[config.mk]
export PLATFORM = sky130hd
export DESIGN_NAME = fetch_queue_flat
export DESIGN_NICKNAME = d
export VERILOG_FILES = /design/src/rtl/fetch_queue_if.sv /design/src/rtl/fetch_queue.sv /design/src/flat_wrapper.sv
export SDC_FILE = /design/constraint.sdc
export NUM_CORES = 1
export LEC_CHECK = 0
export BUFFER_PORTS_ARGS = -buffer_cell sky130_fd_sc_hd__buf_2
export CAP_MARGIN = 20
export CORE_MARGIN = 2
export CORE_UTILIZATION = 57
export DETAILED_ROUTE_END_ITERATION = 10
export HOLD_SLACK_MARGIN = 0.05
export PLACE_DENSITY = 0.79
export SYNTH_ARGS = -nofsm -noshare
export SYNTH_HDL_FRONTEND = slang
export SYNTH_SLANG_ARGS = --single-unit
[constraint.sdc]
create_clock -name clk -period 4 [get_ports clk]
set_clock_uncertainty 0.15 [all_clocks]
set_input_delay 0 -clock clk [delete_from_list [all_inputs] [get_ports clk]]
set_output_delay 0 -clock clk [all_outputs]
set_load 0.02 [all_outputs]
[src/rtl/fetch_queue_if.sv]
// fetch_queue_if: fetch-address, memory-return and decode-handshake bundle for fetch_queue
interface fetch_queue_if #(
    parameter int WIDTH = 32,
    parameter int DEPTH = 4
);
    logic [WIDTH-1:0]           pcF;
    logic [WIDTH-1:0]           instrF;
    logic                       imem_valid;
    logic                       redirect_valid;
    logic [WIDTH-1:0]           redirect_pc;
    logic                       deq_ready;
    logic                       validD;
    logic [WIDTH-1:0]           instrD;
    logic [WIDTH-1:0]           pcplus4D;
    logic [$clog2(DEPTH+1)-1:0] count;

    modport master (
        output pcF, validD, instrD, pcplus4D, count,
        input  instrF, imem_valid, redirect_valid, redirect_pc, deq_ready
    );

    modport slave (
        input  pcF, validD, instrD, pcplus4D, count,
        output instrF, imem_valid, redirect_valid, redirect_pc, deq_ready
    );
endinterface

[src/rtl/fetch_queue.sv]
// fetch_queue: owns the fetch PC and buffers {instr, pc+4} in a DEPTH-entry FIFO for decode
module fetch_queue #(
    parameter int               WIDTH    = 32,
    parameter int               DEPTH    = 4,
    parameter logic [WIDTH-1:0] RESET_PC = '0
) (
    input  logic          clk,
    input  logic          reset,
    fetch_queue_if.master bus
);
    localparam int            PW   = $clog2(DEPTH);
    localparam int            CW   = $clog2(DEPTH + 1);
    localparam logic [CW-1:0] FULL = CW'(DEPTH);

    logic [WIDTH-1:0] pc;
    logic [WIDTH-1:0] pc_plus4;
    logic [WIDTH-1:0] mem_instr [DEPTH];
    logic [WIDTH-1:0] mem_pc4 [DEPTH];
    logic [PW-1:0]    head;
    logic [PW-1:0]    tail;
    logic [CW-1:0]    count;
    logic             valid;
    logic             deq;
    logic             enq;

    assign pc_plus4 = pc + WIDTH'(4);
    assign valid    = count != '0;
    assign deq      = valid & bus.deq_ready & ~bus.redirect_valid;
    // A dequeue from a full queue frees its slot for this cycle's fetch
    assign enq      = bus.imem_valid & ~bus.redirect_valid & ((count < FULL) | deq);

    // Control state: redirect flushes and re-points fetch, otherwise enq/deq advance pointers
    always_ff @(posedge clk or negedge reset) begin
        if (!reset) begin
            pc    <= RESET_PC;
            head  <= '0;
            tail  <= '0;
            count <= '0;
        end else if (bus.redirect_valid) begin
            pc    <= {bus.redirect_pc[WIDTH-1:2], 2'b00};
            head  <= '0;
            tail  <= '0;
            count <= '0;
        end else begin
            if (enq) begin
                pc   <= pc_plus4;
                tail <= tail + PW'(1);
            end
            if (deq)
                head <= head + PW'(1);
            if (enq != deq)
                count <= enq ? count + CW'(1) : count - CW'(1);
        end
    end

    // Entry storage needs no reset; occupancy alone decides what is visible
    always_ff @(posedge clk) begin
        if (enq) begin
            mem_instr[tail] <= bus.instrF;
            mem_pc4[tail]   <= pc_plus4;
        end
    end

    assign bus.pcF      = pc;
    assign bus.count    = count;
    assign bus.validD   = valid;
    assign bus.instrD   = valid ? mem_instr[head] : '0;
    assign bus.pcplus4D = valid ? mem_pc4[head] : '0;
endmodule

[src/flat_wrapper.sv]
// flat-port wrapper written by rule: the top's interface ports become plain ports
module fetch_queue_flat 
#(
    parameter int               WIDTH    = 32,
    parameter int               DEPTH    = 4,
    parameter logic [WIDTH-1:0] RESET_PC = '0
)
  (clk, reset, bus_pcF, bus_validD, bus_instrD, bus_pcplus4D, bus_count, bus_instrF, bus_imem_valid, bus_redirect_valid, bus_redirect_pc, bus_deq_ready);
  fetch_queue_if #(.WIDTH(WIDTH), .DEPTH(DEPTH)) bus_i ();
  input  logic clk;
  input  logic reset;
  output wire logic [$bits(bus_i.pcF)-1:0] bus_pcF;
  output wire logic [$bits(bus_i.validD)-1:0] bus_validD;
  output wire logic [$bits(bus_i.instrD)-1:0] bus_instrD;
  output wire logic [$bits(bus_i.pcplus4D)-1:0] bus_pcplus4D;
  output wire logic [$bits(bus_i.count)-1:0] bus_count;
  input wire logic [$bits(bus_i.instrF)-1:0] bus_instrF;
  input wire logic [$bits(bus_i.imem_valid)-1:0] bus_imem_valid;
  input wire logic [$bits(bus_i.redirect_valid)-1:0] bus_redirect_valid;
  input wire logic [$bits(bus_i.redirect_pc)-1:0] bus_redirect_pc;
  input wire logic [$bits(bus_i.deq_ready)-1:0] bus_deq_ready;
  assign bus_pcF = bus_i.pcF;
  assign bus_validD = bus_i.validD;
  assign bus_instrD = bus_i.instrD;
  assign bus_pcplus4D = bus_i.pcplus4D;
  assign bus_count = bus_i.count;
  assign bus_i.instrF = bus_instrF;
  assign bus_i.imem_valid = bus_imem_valid;
  assign bus_i.redirect_valid = bus_redirect_valid;
  assign bus_i.redirect_pc = bus_redirect_pc;
  assign bus_i.deq_ready = bus_deq_ready;
  fetch_queue #(.WIDTH(WIDTH), .DEPTH(DEPTH), .RESET_PC(RESET_PC)) u_core (.clk(clk), .reset(reset), .bus(bus_i));
endmodule
==> results.tsv <==
stage	metric	value	unit
pwr	p_leak	5.61	nW
worst_setup_path	crit_slowest_cell	dlygate4sd3_1	
route	dr_wl_met3	1770	µm
route	wl_met1	10800	µm
route	drt-vias-per-instance	5.62	
synth	synthCells	725	
cts	path_clk_slew	60	ps
placed_design	hpwl	13800	µm
worst_setup_path	critPathMaxFanout	12	
global_routing	grt_max_degree	68	
route	top_layer	met4	
synth	syn_area	12100	µm²
worst_setup_path	critPathRequiredTime	4320	ps
final_layout	num_antenna_cells	0	
flow_run	max_cap_violations	0	
floorplan	start_util	57.7	%
sta	finalHoldViolCount	0	
placed_design	port_buffers	162	
cts	cts_buffer_depth	3	
final_layout	nFillCells	1276	
global_routing	grt_pass1_wl	41400	µm
route	drc	0	
floorplan	die-area	22400	µm²
floorplan	core	21000	µm²
worst_setup_path	reg2reg_slack	430	ps
route	drt_iter0_markers	436	
pwr	irDropWorstVdd	0.299	mV
worst_setup_path	cp_num_buf_inv	2	
route	num_vias	7403	
cts	cts_tree	built	
worst_setup_path	endpoint_kind	flop	
final_layout	layout_commonest_cell	edfxtp_1	
outcome	run_status	complete, no violations	
placed_design	gp_congestion	0.846	
floorplan	die_h	150	µm
global_routing	overflow	0	
global_routing	grt_use_total	24.1	%
sta	tightest_slew	960	ps
sta	timing.slew.headroom	36.0	%
route	wl_met2	13600	µm
final_layout	ff_latch_area	8380	µm²
final_layout	final_cell_area	15500	µm²
synth	ys_warn_count	0	
synth	syn_area_per_cell	16.7	µm²
floorplan	std_cell_rows	53	
floorplan	die_x	150	µm
sta	finalSetupViolations	0	
route	ant_nets	0	
cts	cts-root-buf	clkbuf_16	
floorplan	ios	169	
cts	cts_buffers	28	
final_layout	syn_to_final_growth	28.5	%
cts	h-tree-depth	1	
route	wire_per_inst	20.3	µm
worst_setup_path	cpPeakStageDelay	580	ps
synth	ys_seq_area_share	69.2	%
sta	rsz0062_at_grt	false	
sta	fin_ws	434	ps
sta	fin_crit	3570	ps
worst_setup_path	cpLargestDelayFamily	buffers and inverters	
sta	min_period_over_period	89.1	%
global_routing	grt_pass1_vias	7714	
synth	ys_seq_elements	285	
final_layout	final_cell_mix	edfxtp_1 (248), buf_2 (162), dlygate4sd3_1 (144), and2_1 (65), mux4_2 (62)	
route	drtPass1Iterations	5	
route	wl	26800	µm
final_layout	drive_gt1_share	28.5	%
pwr	power.density	518	nW/µm²
cts	cts.sinks	285	
worst_setup_path	crit_arrival	3880	ps
worst_setup_path	path_cells	nand2b_1 > nand2_1 > nor2_1 > fa_1 > o21ai_0 > a31oi_1 > dlygate4sd3_1 > nor3_1 > dlygate4sd3_1	
worst_setup_path	cpMostUsedCell	dlygate4sd3_1	
sta	fin_tns_setup	0	ps
sta	clock.fmax	280	MHz
sta	whs	72.0	ps
placed_design	pre_cts_slack	1360	ps
synth	synth_cell_types	42	
worst_setup_path	start_kind	flop	
worst_setup_path	critPathKind	reg -> reg	
cts	clkLatencyLatePin	530	ps
sta	drv_slew	0	
final_layout	final_nets	1096	
placed_design	placedInstanceArea	13100	µm²
hold_path	hold_path.class	in -> reg	
final_layout	multi_input_area	3500	µm²
global_routing	antenna_found_initial	0	
[path summary, 6_finish.rpt]
check | from | to | cells past startpoint
max | u_core.bus.count[2]$_DFFE_PN0P_ | u_core.bus.count[1]$_DFFE_PN0P_ | 9
max in group asynchronous | reset | u_core.head[0]$_DFFE_PN0P_ | 4
min in group asynchronous | reset | u_core.bus.pcF[22]$_DFFE_PN0P_ | 4
max reg2reg | u_core.bus.count[2]$_DFFE_PN0P_ | u_core.bus.count[1]$_DFFE_PN0P_ | 9
min | bus_instrF[9] | u_core.mem_instr[1][9]$_DFFE_PP_ | 2
min reg2reg | u_core.tail[1]$_DFFE_PN0P_ | u_core.tail[1]$_DFFE_PN0P_ | 2
[report_power, final]
part	total [mW]	switching [mW]	internal, mW
Sequential	3.58	0.169	3.41
Combinational	1.74	0.954	0.782
Clock	2.74	1.09	1.64
[metrics by stage]
| step | power [mW] | utilization [%] | cells |
|---|---|---|---|
| 3_5_place_dp | 5.22 | 62.6 | 1121 |
| 5_1_grt | 8.37 | 74.2 | 1318 |
| 4_1_cts | 8.08 | 74.2 | 1318 |
| 2_1_floorplan | 4.70 | - | 728 |
| 6_report | 8.05 | 74.2 | 1318 |
| 3_3_place_gp | 5.19 | 62.6 | 1121 |
[synthesized netlist by cell type (all sizes together)]
| cell type | count | area [µm²] |
|---|---|---|
| nor3 | 12 | 80.1 |
| and2 | 70 | 438 |
| or2 | 4 | 25.0 |
| clkbuf | 28 | 105 |
| a21oi | 5 | 25.0 |
| o21ai | 33 | 165 |
| ha | 5 | 62.6 |
| and3 | 5 | 31.3 |
| nor4 | 7 | 104 |
| edfxtp | 248 | 7450 |
| a221oi | 1 | 8.76 |
| fa | 1 | 20.0 |
| nand3b | 1 | 7.51 |
| a31oi | 2 | 12.5 |
| buf | 20 | 119 |
| xnor2 | 33 | 289 |
| nor2b | 2 | 15.0 |
| nor2 | 17 | 63.8 |
| nand2 | 52 | 195 |
| or3 | 1 | 6.26 |
| nand3 | 20 | 100 |
| nand2b | 3 | 18.8 |
| or4b | 1 | 10.0 |
| nand4 | 15 | 115 |
| and4 | 3 | 26.3 |
| mux2i | 1 | 10.0 |
| mux4 | 62 | 1400 |
| inv | 7 | 26.3 |
| a211oi | 1 | 7.51 |
| conb | 1 | 3.75 |
| dfrtp | 37 | 926 |
| xor2 | 27 | 236 |
[state kept, by name, indices dropped and copies added, names as in the netlist]
register and cells:
u_core.mem_pc4 120, u_core.mem_instr 128, u_core.bus.count 3, u_core.head 2, u_core.tail 2, u_core.bus.pcF 30
[per-layer routing]
layer / up-vias / GRT usage (%)
met5: - / 0
met4: 0 / 6.37
met3: 54 / 3.87
met2: 325 / 41.4
met1: 3698 / 32.6
li1: 3326 / -
[kinds of logic after synthesis]
group / count (synthesis) / share of synthesized area (%)
flops: 285 / 69.2
simple gates: 213 / 10.2
mux: 63 / 11.6
xor+xnor: 60 / 4.34
buf+inv: 55 / 2.07
compound gates: 42 / 1.81
fa+ha+maj: 6 / 0.683
other cells: 1 / 0.0310
[final cells by class]
| type | count | area share, % |
|---|---|---|
| repair buffers | 311 | 15.0 |
| flip-flops and latches | 285 | 53.9 |
| clock buffers | 36 | 5.03 |
| well taps | 275 | 2.21 |
| inverters | 7 | 0.169 |
| multi-input cells | 388 | 22.5 |
| clock inverters | 16 | 1.25 |
[what timing repair did]
| item | in CTS | in global routing |
|---|---|---|
| gates resized for setup | 0 | 0 |
| setup buffers | 0 | 0 |
| endpoints found under the hold margin | 202 | 0 |
| hold buffers | 145 | 0 |
Power figures use the tool's default switching activity.
